<file path="src/rtl/adc_audio_sampler.sv">
// rtl/adc_audio_sampler.sv - MCP3202-style dual-channel ADC SPI master producing signed 16-bit PCM pairs
module adc_audio_sampler #(
  parameter int CLK_DIV       = 4,
  parameter int SAMPLE_PERIOD = 281
) (
  input  logic        clk,
  input  logic        reset_n,
  input  logic        enable,
  input  logic        adc_miso,
  output logic        adc_clk,
  output logic        adc_cs,
  output logic        adc_mosi,
  output logic [15:0] sample_left,
  output logic [15:0] sample_right,
  output logic        sample_strobe,
  output logic        busy
);

  localparam int CNT_W = (SAMPLE_PERIOD > 1) ? $clog2(SAMPLE_PERIOD) : 1;
  localparam int DIV_W = $clog2(CLK_DIV);
  localparam logic [CNT_W-1:0] CNT_LAST = CNT_W'(SAMPLE_PERIOD - 1);
  localparam logic [DIV_W-1:0] DIV_LAST = DIV_W'(CLK_DIV - 1);
  localparam logic [4:0]       BIT_LAST = 5'd16;
  localparam logic [4:0]       BIT_D11  = 5'd5;

  typedef enum logic [1:0] {
    S_IDLE,
    S_SETUP,
    S_SHIFT,
    S_HOLD
  } state_t;

  state_t           state_q, state_d;
  logic [CNT_W-1:0] cnt_q, cnt_d;
  logic [DIV_W-1:0] div_q, div_d;
  logic [4:0]       bit_q, bit_d;
  logic             high_q, high_d;
  logic             chan_q, chan_d;
  logic [11:0]      code_q, code_d;
  logic [15:0]      stage_q, stage_d;
  logic [15:0]      left_q, left_d;
  logic [15:0]      right_q, right_d;
  logic             strobe_q, strobe_d;
  logic             cs_q, cs_d;
  logic             sclk_q, sclk_d;
  logic             mosi_q, mosi_d;

  logic             tick;
  logic             div_done;
  logic [15:0]      pcm;

  // Command word: start, single-ended, channel select, MSB-first, then zeros.
  function automatic logic mosi_bit(input logic [4:0] k, input logic ch);
    case (k)
      5'd0, 5'd1, 5'd3: mosi_bit = 1'b1;
      5'd2:             mosi_bit = ch;
      default:          mosi_bit = 1'b0;
    endcase
  endfunction

  assign tick     = (cnt_q == '0);
  assign div_done = (div_q == DIV_LAST);
  // Offset-binary to two's complement: flip the MSB, left-justify into 16 bits.
  assign pcm      = {~code_q[11], code_q[10:0], 4'b0000};

  // Free-running sample period counter; frames launch when it reads zero.
  always_comb begin
    cnt_d = (cnt_q == CNT_LAST) ? '0 : cnt_q + 1'b1;
  end

  // Frame sequencer: next state plus registered SPI pins and sample outputs.
  always_comb begin
    state_d  = state_q;
    div_d    = div_q;
    bit_d    = bit_q;
    high_d   = high_q;
    chan_d   = chan_q;
    code_d   = code_q;
    stage_d  = stage_q;
    left_d   = left_q;
    right_d  = right_q;
    strobe_d = 1'b0;
    cs_d     = cs_q;
    sclk_d   = sclk_q;
    mosi_d   = mosi_q;

    case (state_q)
      S_IDLE: begin
        cs_d   = 1'b1;
        sclk_d = 1'b0;
        mosi_d = 1'b0;
        div_d  = '0;
        if (tick) begin
          if (enable) begin
            state_d = S_SETUP;
            cs_d    = 1'b0;
          end else begin
            // Restart on the left channel whenever sampling is paused.
            chan_d = 1'b0;
          end
        end
      end

      S_SETUP: begin
        div_d = div_q + 1'b1;
        if (div_done) begin
          state_d = S_SHIFT;
          div_d   = '0;
          bit_d   = '0;
          high_d  = 1'b0;
          mosi_d  = mosi_bit(5'd0, chan_q);
        end
      end

      S_SHIFT: begin
        div_d = div_q + 1'b1;
        if (div_done) begin
          div_d = '0;
          if (!high_q) begin
            // Rising adc_clk edge: capture data bits, skip the null bit and command bits.
            high_d = 1'b1;
            sclk_d = 1'b1;
            if (bit_q >= BIT_D11) begin
              code_d = {code_q[10:0], adc_miso};
            end
          end else if (bit_q == BIT_LAST) begin
            state_d = S_HOLD;
            high_d  = 1'b0;
            sclk_d  = 1'b0;
            mosi_d  = 1'b0;
          end else begin
            bit_d  = bit_q + 5'd1;
            high_d = 1'b0;
            sclk_d = 1'b0;
            mosi_d = mosi_bit(bit_q + 5'd1, chan_q);
          end
        end
      end

      S_HOLD: begin
        div_d = div_q + 1'b1;
        if (div_done) begin
          state_d = S_IDLE;
          div_d   = '0;
          cs_d    = 1'b1;
          if (chan_q) begin
            // Publish both channels together so the pair is never torn.
            left_d   = stage_q;
            right_d  = pcm;
            strobe_d = 1'b1;
            chan_d   = 1'b0;
          end else begin
            stage_d = pcm;
            chan_d  = 1'b1;
          end
        end
      end

      default: begin
        state_d = S_IDLE;
        cs_d    = 1'b1;
        sclk_d  = 1'b0;
        mosi_d  = 1'b0;
      end
    endcase
  end

  // State and output registers; reset forces the bus idle immediately.
  always_ff @(posedge clk or negedge reset_n) begin
    if (!reset_n) begin
      state_q  <= S_IDLE;
      cnt_q    <= '0;
      div_q    <= '0;
      bit_q    <= '0;
      high_q   <= 1'b0;
      chan_q   <= 1'b0;
      code_q   <= '0;
      stage_q  <= '0;
      left_q   <= '0;
      right_q  <= '0;
      strobe_q <= 1'b0;
      cs_q     <= 1'b1;
      sclk_q   <= 1'b0;
      mosi_q   <= 1'b0;
    end else begin
      state_q  <= state_d;
      cnt_q    <= cnt_d;
      div_q    <= div_d;
      bit_q    <= bit_d;
      high_q   <= high_d;
      chan_q   <= chan_d;
      code_q   <= code_d;
      stage_q  <= stage_d;
      left_q   <= left_d;
      right_q  <= right_d;
      strobe_q <= strobe_d;
      cs_q     <= cs_d;
      sclk_q   <= sclk_d;
      mosi_q   <= mosi_d;
    end
  end

  assign adc_cs        = cs_q;
  assign adc_clk       = sclk_q;
  assign adc_mosi      = mosi_q;
  assign sample_left   = left_q;
  assign sample_right  = right_q;
  assign sample_strobe = strobe_q;
  assign busy          = ~cs_q;

endmodule

</file>
<file path="config.mk">
export PLATFORM = sky130hd
export DESIGN_NAME = adc_audio_sampler
export DESIGN_NICKNAME = d
export VERILOG_FILES = /design/src/rtl/adc_audio_sampler.sv
export SDC_FILE = /design/constraint.sdc
export NUM_CORES = 1
export LEC_CHECK = 0
export ABC_AREA = 1
export BUFFER_PORTS_ARGS = -buffer_cell sky130_fd_sc_hd__buf_4
export CAP_MARGIN = 40
export CORE_ASPECT_RATIO = 0.9
export CORE_MARGIN = 2
export CORE_UTILIZATION = 52
export CTS_CLUSTER_SIZE = 40
export DETAILED_ROUTE_END_ITERATION = 10
export PLACE_DENSITY = 0.83
export SLEW_MARGIN = 20
export SYNTH_ARGS = -nofsm -noshare
export SYNTH_HDL_FRONTEND = slang
export SYNTH_SLANG_ARGS = --single-unit
</file>
<file path="constraint.sdc">
create_clock -name clk -period 1.4 [get_ports clk]
set_input_delay 0.14 -clock clk [delete_from_list [all_inputs] [get_ports clk]]
set_output_delay 0.14 -clock clk [all_outputs]
set_load 0.03 [all_outputs]
</file>
Yosys cells after proc, flatten, opt, wreduce, memory -nomap -nowiden
Cells that the tools add are included.
{ "op_classes": {"bitwise_logic": 4, "n_eq_ne": 18, "mux": 38, "reduce_logical": 19, "addsub": 3, "magnitude_cmp": 1} }
{ "op_table": {"columns": ["op", "n"], "rows": [
  ["5-bit 2-to-1 mux", 4],
  ["2-bit != test, second input constant", 9],
  ["1-bit 2-to-1 mux", 16],
  ["2-bit 2-to-1 mux", 8],
  ["4-bit AND reduction", 3],
  ["5-bit by 2-bit == test with 1-bit output, second input constant", 2],
  ["1-bit case mux with 2 select lines", 5],
  ["5-bit case mux with 2 select lines", 1],
  ["9-bit by 1-bit adder with 9-bit output, second input constant", 1],
  ["9-bit == test, second input constant", 1],
  ["9-bit zero test", 1],
  ["9-bit 2-to-1 mux", 1],
  ["3-bit AND reduction", 3],
  ["2-bit case mux with 4 select lines", 1],
  ["7-bit AND reduction", 1],
  ["2-bit == test, second input constant", 3],
  ["2-bit nonzero test", 3],
  ["3-bit OR reduction", 2],
  ["5-bit by 1-bit adder with 5-bit output, second input constant", 1],
  ["5-bit by 1-bit == test with 1-bit output, second input constant", 1],
  ["5-bit == test, second input constant", 1],
  ["5-bit by 3-bit greater-or-equal comparator with 1-bit output, second input constant", 1],
  ["5-bit zero test", 1],
  ["5-bit AND reduction", 1],
  ["8 further kinds", 12]
]} }
{ "word_totals": {"out_inout_bits": 37, "elab_cells": 97, "in_bits": 4, "ff_bits": 72} }

Logic depth before layout (Yosys ltp)
Gate-level depths: netlist of run 1.
{ "depth": {"word_depth": 8, "ltp_mapped": 11, "mapped_depth_nobuf": 11} }

Least setup slack after synthesis of run 1
Ideal clock, no wire load.
{ "synth_path": {"path_kind": "register to register", "from": "register bit_q[0]", "to": "register bit_q[2]", "path_slack_ps": -24, "path_buffers": 0, "setup_ps": 74, "arrival_time_ps": 1350, "synth_period_minus_slack_ps": 1424, "stages_incl_launch_ff": 10, "required_ps": 1326, "cell_sequence": "dfrtp_1 inv_1 ha_1 nand2_1 inv_1 nand2_1 nand2_1 nor2_4 nand3_1 o21ai_2"} }
{ "synth_via": {"elab_chain_cells": 5, "elab_cells_between_ends": 8, "classes_between": "add/sub (1); eq/ne (2); mux (4); reduce/logical (1)"} }
{ "synth_lines": {"columns": ["element", "line_no", "rtl"], "rows": [
  ["start: declaration", "36", "logic [4:0] bit_q, bit_d;"],
  ["start signal: assignment", "189", "bit_q <= bit_d;"],
  ["5-bit by 1-bit adder with 5-bit output", "132", "bit_d = bit_q + 5'd1;"],
  ["5-bit 2-to-1 mux", "126", "end else if (bit_q == BIT_LAST) begin"],
  ["5-bit 2-to-1 mux", "119", "if (!high_q) begin"],
  ["5-bit 2-to-1 mux", "117", "if (div_done) begin"],
  ["5-bit case mux with 2 select lines", "87", "case (state_q)"]
]} }
Several ways; a longest one is shown, not always the timed one. The select of a mux whose other input is x is not followed.
A chain may end at the register's enable or synchronous reset.

Worst setup path in the final report of run 1
{ "layout_path": {"from": "register div_q[0]", "to": "register state_q[1]"} }
{ "layout_via": {"elab_chain_cells": 3, "elab_cells_between_ends": 5, "classes_between": "eq/ne (4); reduce/logical (1)"} }
{ "layout_lines": {"columns": ["element", "line_no", "rtl"], "rows": [
  ["start: declaration", "35", "logic [DIV_W-1:0] div_q, div_d;"],
  ["start signal: assignment", "188", "div_q <= div_d;"],
  ["2-bit == test *", "62", "assign div_done = (div_q == DIV_LAST);"],
  ["2-bit != test (no line)", null, null],
  ["7-bit AND reduction (no line) *", null, null],
  ["end signal: assignment", "186", "state_q <= state_d;"],
  ["end: declaration", "33", "state_t state_q, state_d;"]
]} }
Every way passes the cells marked *; elsewhere a longest branch is shown, timed or not.

==> metrics.yaml, run 1 <==
instances_no_fill: 529
category_of_the_most_critical_setup_path: "flip-flop to flip-flop"
worst-path-max-fanout: 5
route.detailed.vias_per_inst: 4.93
cts_htree_levels: 3
clock_insertion_delay_worst_skew_ps: 350
vdd_drop_max_mv: 0.680
timing.rr.end: "state_q[1]"
top_level_ports: 41
cts-buffers-inserted: 9
final_worst_path_period_need_ps: 1450
portBuffers: 32
antenna_found_initial: 0
place_congestion: 0.821
design.core.area_um2: 6180
rsz_0062_raised_after_global_routing: "true"
globalRouteTotalUtil: 0.209
critPathMaxStageDelay_ps: 360
detail_route.first_pass.iterations: 4
placed_cells: 504
timing.max_cap.violations: 0
routed-via-count: 2610
final.period_utilization: 1.04
timing.reg2reg.worst_path_depth: 8
synth_seq_area_share: 0.538
grt_start_max_net_pins: 37
origin_of_the_critical_flop_to_flop_path: "div_q[0]"
antenna_cells_inserted: 0
num-fill-cells: 433
result_of_the_run: "finished with violations"
cp-end-kind: "flip-flop"
grt_remaining_overflow: 0
whs_endpoint: "code_q[0]"
ys_types: 28
grt_pass1_vias: 2440
dieWidth_um: 88.6
buffer_cell_driving_the_clock_tree_root: "clkbuf_8"
final_net_count: 454
grt_first_pass_wirelength_um: 11300
hold_violations: 0
dpl_cell_area_um2: 3800
synthesis.yosys.warnings: 0
hpwl_um: 4600
area_growth_syn_to_layout_pct: 28.6
hold_path_depth: 3
failed_checks: "negative setup slack"
achievable-frequency_mhz: 689
holdCritStartpoint: "adc_miso"
leakagePower_uw: 0.00215
clock_sinks: 72
final.setup_skew_ps: 10.0
critical_path.slowest_cell: "dfrtp_1"
timing.final.max_slew_violations: 0
drt_antenna_net_count: 0
route.final.wire_length_um: 7110
drt-wirelength-per-cell_um: 13.4
worst_ep_arrival_time_ps: 1690
floorplan.initialDensity: 0.542
cellPowerDensity_nw_per_um2: 1330
initial_drt_markers: 198
clock_path_buffers: 2
setup_violating_endpoint_count_in_the_final_report: 13
reg2reg_slack_ps: -50
cp_cell_sequence: "ha_1, inv_2, o21ai_0, o21ai_0, nor2_2, nand3_2, nand2_1, nand2_1"
synthCells: 374
detail_route.drc_violations: 0
required_ps: 1630
die_area_um2: 7100
hold_path_class: "input pin to flip-flop"
syn-mean-instance-area_um2: 8.95
netlist_area_um2: 3350
cts_tree: "done"
ys_ff_latch: 72
std_cell_rows: 27
setup_ws_ps: -52.1
finalInstanceArea_um2: 4310
die-height_um: 80.1
drive_gt1_frac: 0.328
cts.clk_slew.worst_paths_ps: 80
critical_path.startpoint_type: "flip-flop"
## cell usage in the layout, fill, tap and decap left out, types with 2 or more instances in the layout
| cell | count |
|---|---|
| nand2_1 | 100 |
| dfrtp_1 | 69 |
| buf_4 | 52 |
| inv_1 | 36 |
| o21ai_0 | 24 |
| nor2_1 | 19 |
| o21ai_2 | 14 |
| nand2_2 | 11 |
| clkbuf_8 | 10 |
| o21ai_1 | 9 |
| nand4_1 | 8 |
| nand2_4 | 8 |
| conb_1 | 8 |
| nand3_1 | 7 |
| inv_2 | 6 |
| ha_1 | 6 |
| nor2_4 | 5 |
| ha_4 | 5 |
| buf_6 | 5 |
| nor3_2 | 3 |
| nor2_2 | 3 |
| nor3_1 | 3 |
| nand3_2 | 3 |
| buf_12 | 3 |
| xor2_1 | 2 |
| a21oi_1 | 2 |
| inv_6 | 2 |
| a21oi_2 | 2 |
| ha_2 | 2 |
| dfrtp_2 | 2 |
| clkinvlp_4 | 2 |
## final cells by class
class / instances / area, µm² / share of cell area
tap: 87 / 109 / 0.0253
sequential: 72 / 1810 / 0.419
clock inverter: 6 / 67.6 / 0.0157
timing repair buffer: 62 / 542 / 0.126
inverter: 44 / 173 / 0.0401
clock buffer: 10 / 138 / 0.0320
multi-input combinational: 248 / 1470 / 0.342
## critical path, delay by kind of cell, from the launching register on
kind | cells | cell delay (ps)
AOI/OAI and AO/OA | 2 | 220
adders and majority gates | 1 | 280
buffers and inverters | 1 | 130
DFF | 1 | 360
and+or+nand+nor | 4 | 340
## where the power goes
group / switching, µW / internal, µW
Combinational: 1000 / 664
Clock: 807 / 877
Sequential: 133 / 2250
Total: 1940 / 3790
## timing repair
action / in CTS / in global routing
hold endpoints to repair: 67 / 0
cloned: 0 / 1
pin swaps: 7 / 18
resized for setup: 23 / 41
setup buffers: 2 / 5
endpoints found under the setup margin: 47 / 47
hold buffers: 1 / 0
## registers in the layout, indices dropped and copies added (netlist names), 2 cells and up
register / count
bit_q: 5
cnt_q: 9
code_q: 12
div_q: 2
sample_left: 12
sample_right: 12
stage_q: 12
state_q: 2
## layer usage
| layer | wire length [µm] | global-route usage |
|---|---|---|
| met5 | 0 | 0 |
| met4 | 89 | 0.0773 |
| met3 | 270 | 0.0545 |
| met2 | 3500 | 0.319 |
| met1 | 3260 | 0.290 |
## stage by stage
| step | worst slack, ps | TNS [ps] | utilization | hold slack, ps | total power [µW] |
|---|---|---|---|---|---|
| after floorplan | 16.8 | 0 | - | -156 | 3280 |
| after global placement | -36.4 | -313 | 0.614 | 37.6 | 3720 |
| after detailed placement | -149 | -3300 | 0.614 | 39.1 | 3780 |
| after CTS | -36.7 | -278 | 0.662 | 43.4 | 5560 |
| after global routing | -120 | -2700 | 0.697 | 73.7 | 6020 |
| final | -52.1 | -163 | 0.697 | 62.9 | 5730 |
## worst max-delay path by stage
stage	from	endpoint	cells past startpoint	slack, ps
final	div_q[0]	state_q[1]	8	-50
after global routing	div_q[0]	state_q[1]	8	-120
after CTS	bit_q[0]	code_q[11]	7	-40
after detailed placement	state_q[1]	sample_right[13]	5	-150
after global placement	state_q[1]	sample_right[14]	5	-40
after floorplan	bit_q[1]	code_q[0]	7	20
## Yosys cell counts
cell type	instances	area, µm²
o21ai_2	12	105
xnor2_1	1	8.76
a21oi_1	2	10.0
buf_6	3	33.8
nor2_1	20	75.1
nand2_2	3	18.8
or2_1	1	6.26
o21bai_1	1	7.51
dfrtp_1	71	1780
ha_1	13	163
o21ai_0	31	155
nor2_2	3	18.8
nand2_4	1	11.3
clkbuf_2	1	5.00
buf_4	9	67.6
conb_1	1	3.75
o21ai_1	4	20.0
a21oi_2	3	26.3
xor2_1	2	17.5
dfstp_2	1	26.3
inv_2	4	15.0
buf_2	4	20.0
nor2_4	4	45.0
nand3_1	10	50.1
nand2_1	115	432
nand4_1	8	50.1
inv_1	40	150
nor3_1	6	30.0
## logic make-up (layout without fill, tap and decap cells)
kind of cell,Yosys count,count (layout),synth area share
DFF,72,72,0.538
buffers and inverters,61,122,0.0871
and+or+nand+nor,171,171,0.220
adders and majority gates,13,13,0.0486
other,1,8,0.00112
AOI/OAI and AO/OA,53,53,0.0968
xor gates and xnor gates,3,3,0.00785
Power figures use the tool's default switching activity.
==> run 2: changes to the inputs <==
TNS_END_PERCENT = 50   (was unset)
==> run 2 against run 1 <==
The flow still finishes with violations (negative setup slack). Wire length up 0.41%. Critical path depth unchanged. Hold slack better by 11 ps. Clock power about the same. Die area unchanged. Sequential cell count unchanged. First-iteration DRC count unchanged. Register-to-register slack about the same. Maximum frequency up 0.62%. Sequential power about the same. Largest cell class unchanged.
==> metrics.yaml, run 2 (synthesis results as in run 1) <==
achievable-frequency_mhz: 693  # +0.62%
category_of_the_most_critical_setup_path: "flip-flop to flip-flop"
timing.reg2reg.worst_path_depth: 8  # unchanged
drt-wirelength-per-cell_um: 13.5  # +0.60%
total_switching_power_uw: 1920  # -1.0%
failed_checks: "negative setup slack"
required_ps: 1670  # +40 ps
final_net_count: 453  # -0.22%
clock_sinks: 72  # unchanged
cts.clk_slew.worst_paths_ps: 70  # about the same
timing.max_cap.violations: 0  # unchanged
antenna_found_initial: 0  # unchanged
worst-path-buf-inv: 2  # +1
final.period_utilization: 1.03  # -0.00637
die_area_um2: 7100  # unchanged
netSwitchingFraction: 0.337  # -0.00173
leakagePower_uw: 0.00214  # -0.26%
holdCritStartpoint: "adc_miso"
std_cell_rows: 27  # unchanged
pwr-share-seq: 0.417  # about the same
crit_path_start: "bit_q[1]"
num-fill-cells: 439  # +1.4%
antenna_cells_inserted: 0  # unchanged
worst_ep_arrival_time_ps: 1720  # +30 ps
detail_route.drc_violations: 0  # unchanged
routed-via-count: 2613  # +0.11%
portBuffers: 32  # unchanged
cts-buffers-inserted: 9  # unchanged
route.detailed.vias_per_inst: 4.95  # +0.30%
grt_pass1_vias: 2442  # +0.082%
cts_htree_levels: 3  # unchanged
final.setup_skew_ps: 10.7  # +0.637 ps
cellPowerDensity_nw_per_um2: 1330  # -0.40%
worst_path_dominant_cell_family: "simple AND/OR/NAND/NOR gates"
rsz_0062_raised_after_global_routing: "true"
fin_setup_tns_ps: -221  # -57.9 ps
grt_start_max_net_pins: 37  # unchanged
hold_violations: 0  # unchanged
setup_violating_endpoint_count_in_the_final_report: 13  # unchanged
floorplan.initialDensity: 0.542  # unchanged
internal-power_uw: 3780  # -0.26%
drive_gt1_frac: 0.324  # -0.00379
setup_ws_ps: -43.2  # +8.91 ps
vdd_drop_max_mv: 0.633  # -6.9%
top_level_ports: 41  # unchanged
instances_no_fill: 528  # -0.19%
area_growth_syn_to_layout_pct: 28.5
design.core.area_um2: 6180  # unchanged
origin_of_the_critical_flop_to_flop_path: "bit_q[1]"
timing.rr.end: "bit_q[0]"
worst_path_most_repeated_cell: "inv_1"
mostFrequentLayoutCell: "nand2_1"
reg2reg_slack_ps: -40  # about the same
globalRouteTotalUtil: 0.207  # -0.00202
place_congestion: 0.821  # unchanged
result_of_the_run: "finished with violations"
timing.final.max_slew_violations: 0  # unchanged
final_core_utilization: 0.696  # -0.000809
grt_remaining_overflow: 0  # unchanged
grt_first_pass_wirelength_um: 11200  # -0.61%
cp-end-kind: "flip-flop"
hold_path_class: "input pin to flip-flop"
drt_antenna_net_count: 0  # unchanged
clock_insertion_delay_worst_skew_ps: 350  # about the same
cts_tree: "done"
dieWidth_um: 88.6  # unchanged
die-height_um: 80.1  # unchanged
critical_path.startpoint_type: "flip-flop"
initial_drt_markers: 198  # unchanged
buffer_cell_driving_the_clock_tree_root: "clkbuf_8"
clock_power_share: 0.295  # about the same
clock_path_buffers: 2  # unchanged
worst-path-stages: 8  # unchanged
worst-path-max-fanout: 5  # unchanged
route.final.wire_length_um: 7140  # +0.41%
hpwl_um: 4600  # unchanged
placed_cells: 504  # unchanged
cp_cell_sequence: "inv_1, ha_2, nand2_1, inv_1, nand2_2, nor2_1, nor2_4, a21oi_2"
worst_setup_path_endpoint: "bit_q[0]"
p_comb_frac: 0.288  # -0.002
final_worst_path_period_need_ps: 1440  # -8.91 ps
layout.cells.most_common_list: "101 x nand2_1, 69 x dfrtp_1, 52 x buf_4"
critPathMaxStageDelay_ps: 380  # +20 ps
detail_route.first_pass.iterations: 4  # unchanged
critical_path.slowest_cell: "dfrtp_1"
run 2: changes by cell type in the layout (fill, tap and decap cells not counted), sizes merged:
cell	change
buf	-1
run 2: worst min path at each step:
stage           endpoint  slack [ps]  cells past startpoint
2_1_floorplan    adc_clk        -160                      0
3_3_place_gp    bit_q[4]          40                      1
3_5_place_dp    bit_q[4]          40                      1
4_1_cts        code_q[0]          40                      3
5_1_grt        code_q[0]          80                      3
6_report       code_q[0]          70                      3
run 2: timing repair:
action	in CTS	in global routing
hold buffers	1	0
endpoints found under the setup margin	47	47
resized for setup	20	44
setup buffers	2	4
pin swaps	7	18
gates cloned	0	1
endpoints found under the hold margin	67	0
run 2: through the flow:
step / hold slack (ps) / area, µm² / worst slack (ps) / power [µW]
global route: 79.5 / 4300 / -142 / 6000
finish: 74.1 / 4300 / -43.2 / 5700
floorplan: -156 / 3380 / 16.8 / 3280
global placement: 37.6 / 3800 / -36.4 / 3720
detailed placement: 39.1 / 3800 / -149 / 3780
CTS: 43.4 / 4090 / -30.4 / 5560
run 2: power by group through the flow:
stage / clock [µW] / combinational (µW) / sequential (µW)
after CTS: 1690 / 1500 / 2370
after global routing: 1790 / 1810 / 2400
after detailed placement: 0 / 1380 / 2390
after floorplan: 0 / 814 / 2470
after global placement: 0 / 1340 / 2390
final: 1680 / 1640 / 2380
run 2: metal layers:
metal  vias up  GRT usage  share of wire
li1       1293          -              -
met2        56      0.316           0.50
met1      1252      0.290           0.45
met4         0     0.0970          0.017
met5         -          0              0
met3        12     0.0360          0.032
run 2: worst register-to-register path, stage by stage, from the launching register on:
cell	delay [ps]
dfrtp_1	380
inv_1	140
ha_2	200
nand2_1	50
inv_1	70
nand2_2	80
nor2_1	220
nor2_4	100
a21oi_2	140
run 2: area by class of cell:
type,count,area (µm²),area share
sequential,72,1810,0.420
inverter,44,173,0.0401
clock inverter,6,67.6,0.0157
timing repair buffer,61,531,0.123
tap,87,109,0.0253
clock buffer,10,138,0.0320
multi-input combinational,248,1480,0.344
==> run 3: changes to the inputs <==
CORE_MARGIN = unset   (was 2)
==> run 3 against run 2 <==
The run still ends with negative setup slack left. Wire length up 0.98%. Clock skew rose by 5.1 ps. Clock power fell by 2%. Critical path depth decreased by 2. Non-clock buffer count decreased by 4. Register-to-register slack got worse by 40 ps. Worst setup slack worse by 38 ps. Die area fell by 4.7%. First-iteration DRC count is 19% lower. Hold slack lost 17 ps. Sequential power about the same. Final cell count shrank 0.95%. Largest cell class unchanged. Largest power group unchanged.
==> metrics.yaml, run 3 (synthesis results as in run 1) <==
grt_first_pass_wirelength_um: 11600  # +3.6%
detail_route.first_pass.iterations: 5  # +1
holdCritStartpoint: "adc_miso"
achievable-frequency_mhz: 675  # -2.6%
std_cell_rows: 27  # unchanged
reg2reg_slack_ps: -80  # -40 ps
drt_antenna_net_count: 0  # unchanged
failed_checks: "negative setup slack"
clock_path_buffers: 2  # unchanged
place_congestion: 0.871  # +6.1%
grt_remaining_overflow: 0  # unchanged
drt-wirelength-per-cell_um: 13.8  # +1.9%
cellPowerDensity_nw_per_um2: 1380  # +4.4%
vdd_drop_max_mv: 0.660  # +4.3%
routed-via-count: 2649  # +1.4%
design.core.area_um2: 6180  # unchanged
antenna_cells_inserted: 0  # unchanged
final_worst_path_period_need_ps: 1480  # +38.2 ps
critical_path.slowest_cell: "dfrtp_2"
floorplan.initialDensity: 0.542  # unchanged
critPathMaxStageDelay_ps: 450  # +70 ps
timing.reg2reg.worst_path_depth: 6  # -2
cts_tree: "done"
hpwl_um: 4780  # +3.8%
whs_endpoint: "code_q[0]"
top_level_ports: 41  # unchanged
globalRouteTotalUtil: 0.224  # +0.0167
use_met1: 0.301  # +0.0114
globalRoute.busiestLayer: "met2"
dieWidth_um: 86.6  # -2.3%
die-height_um: 78.1  # -2.5%
worst_ep_arrival_time_ps: 1700  # -20 ps
origin_of_the_critical_flop_to_flop_path: "bit_q[0]"
finalInstanceArea_um2: 4220  # -1.9%
drive_gt1_frac: 0.312  # -0.0123
hold_path_class: "input pin to flip-flop"
placed_cells: 502  # -0.40%
final.setup_skew_ps: 15.8  # +5.12 ps
hold_violations: 0  # unchanged
clock_insertion_delay_worst_skew_ps: 340  # about the same
setup_violating_endpoint_count_in_the_final_report: 20  # +7
cts.clk_slew.worst_paths_ps: 80  # about the same
grt_util_met3: 0.0484  # +0.0124
num-fill-cells: 452  # +3.0%
cts_htree_levels: 3  # unchanged
dpl_cell_area_um2: 3780  # -0.40%
detail_route.drc_violations: 0  # unchanged
critical_path.startpoint_type: "flip-flop"
grt.met2_usage: 0.350  # +0.0342
category_of_the_most_critical_setup_path: "flip-flop to flip-flop"
die_area_um2: 6760  # -4.7%
timing.final.max_slew_violations: 0  # unchanged
initial_drt_markers: 160  # -19%
timing.max_cap.violations: 0  # unchanged
p_total_uw: 5840  # +2.4%
result_of_the_run: "finished with violations"
route.detailed.vias_per_inst: 5.07  # +2.3%
leakagePower_uw: 0.00211  # -1.4%
final_net_count: 449  # -0.88%
portBuffers: 32  # unchanged
clock_sinks: 72  # unchanged
required_ps: 1620  # -50 ps
hold_path_depth: 3  # unchanged
final.period_utilization: 1.06  # +0.0273
grt_pass1_vias: 2515  # +3.0%
setup_ws_ps: -81.3  # -38.2 ps
rsz_0062_raised_after_global_routing: "true"
buffer_cell_driving_the_clock_tree_root: "clkbuf_8"
worst-path-max-fanout: 9  # +4
area_growth_syn_to_layout_pct: 26.0
layout.cells.most_common_list: "107 x nand2_1, 68 x dfrtp_1, 49 x buf_4"
cts-buffers-inserted: 9  # unchanged
antenna_found_initial: 0  # unchanged
final_core_utilization: 0.683  # -0.0132
grt_start_max_net_pins: 41  # +11%
route.final.wire_length_um: 7210  # +0.98%
fin_setup_tns_ps: -1130  # -911 ps
mostFrequentLayoutCell: "nand2_1"
instances_no_fill: 523  # -0.95%
timing.rr.end: "code_q[7]"
cp_cell_sequence: "ha_2, o21ai_1, nand4_1, nand2_4, clkbuf_16, o21ai_2"
cp-end-kind: "flip-flop"
==> run 3: cell count changes in the layout (fill, tap and decap cells not counted), sizes merged <==
cell | previous run | this run
buf | 59 | 55
clkbuf | 11 | 14
clkinv | 2 | 1
clkinvlp | 2 | 0
inv | 45 | 44
==> run 3: area by class of cell <==
class	instances	area (µm²)	share of cell area
Tap cell	87	109	0.0258
Clock buffer	13	159	0.0377
Clock inverter	2	38.8	0.00919
Sequential cell	72	1810	0.428
Inverter	44	175	0.0415
Multi-Input combinational cell	248	1440	0.340
Timing Repair Buffer	57	497	0.118
==> run 3: metrics by stage <==
stage,worst slack [ps],hold WS [ps]
6_report,-81.3,57.4
5_1_grt,-181,79.7
4_1_cts,-101,53.4
2_1_floorplan,16.8,-156
3_3_place_gp,-40.0,64.0
3_5_place_dp,-119,70.9
==> run 3: worst max-delay path by stage <==
| stage | from | endpoint | slack [ps] | depth (start not counted) |
|---|---|---|---|---|
| 2_1_floorplan | bit_q[1] | code_q[0] | 20 | 7 |
| 4_1_cts | bit_q[0] | adc_mosi | -100 | 11 |
| 6_report | bit_q[0] | code_q[7] | -80 | 6 |
| 5_1_grt | bit_q[1] | code_q[0] | -180 | 8 |
| 3_5_place_dp | state_q[0] | sample_right[7] | -120 | 5 |
| 3_3_place_gp | state_q[1] | sample_right[14] | -40 | 5 |
==> run 3: repair_timing <==
| item | in CTS | in global routing |
|---|---|---|
| setup buffers | 0 | 4 |
| pin swaps | 3 | 22 |
| hold buffers | 1 | 0 |
| hold endpoints to repair | 22 | 0 |
| gates cloned | 0 | 1 |
| setup endpoints to repair | 45 | 48 |
| resized for setup | 14 | 45 |
==> run 3: worst max-delay path: cells and delay by family, from the launching register on <==
kind	cells	cell delay, ps
compound gates	2	170
fa+ha+maj	1	200
buf+inv	1	180
flops	1	450
simple gates	2	360
==> run 3: where the power goes <==
group / total (µW) / switching [µW] / internal [µW] / leakage [µW]
logic: 1790 / 1060 / 724 / 0.00104
clock network: 1640 / 725 / 916 / 0.0000997
registers: 2410 / 156 / 2250 / 0.000971
total: 5840 / 1940 / 3890 / 0.00211
==> run 3: per-layer routing <==
| layer | vias up | wire length, µm |
|---|---|---|
| met5 | - | 0 |
| met1 | 1268 | 3140 |
| li1 | 1285 | - |
| met4 | 0 | 161 |
| met3 | 14 | 323 |
| met2 | 82 | 3580 |
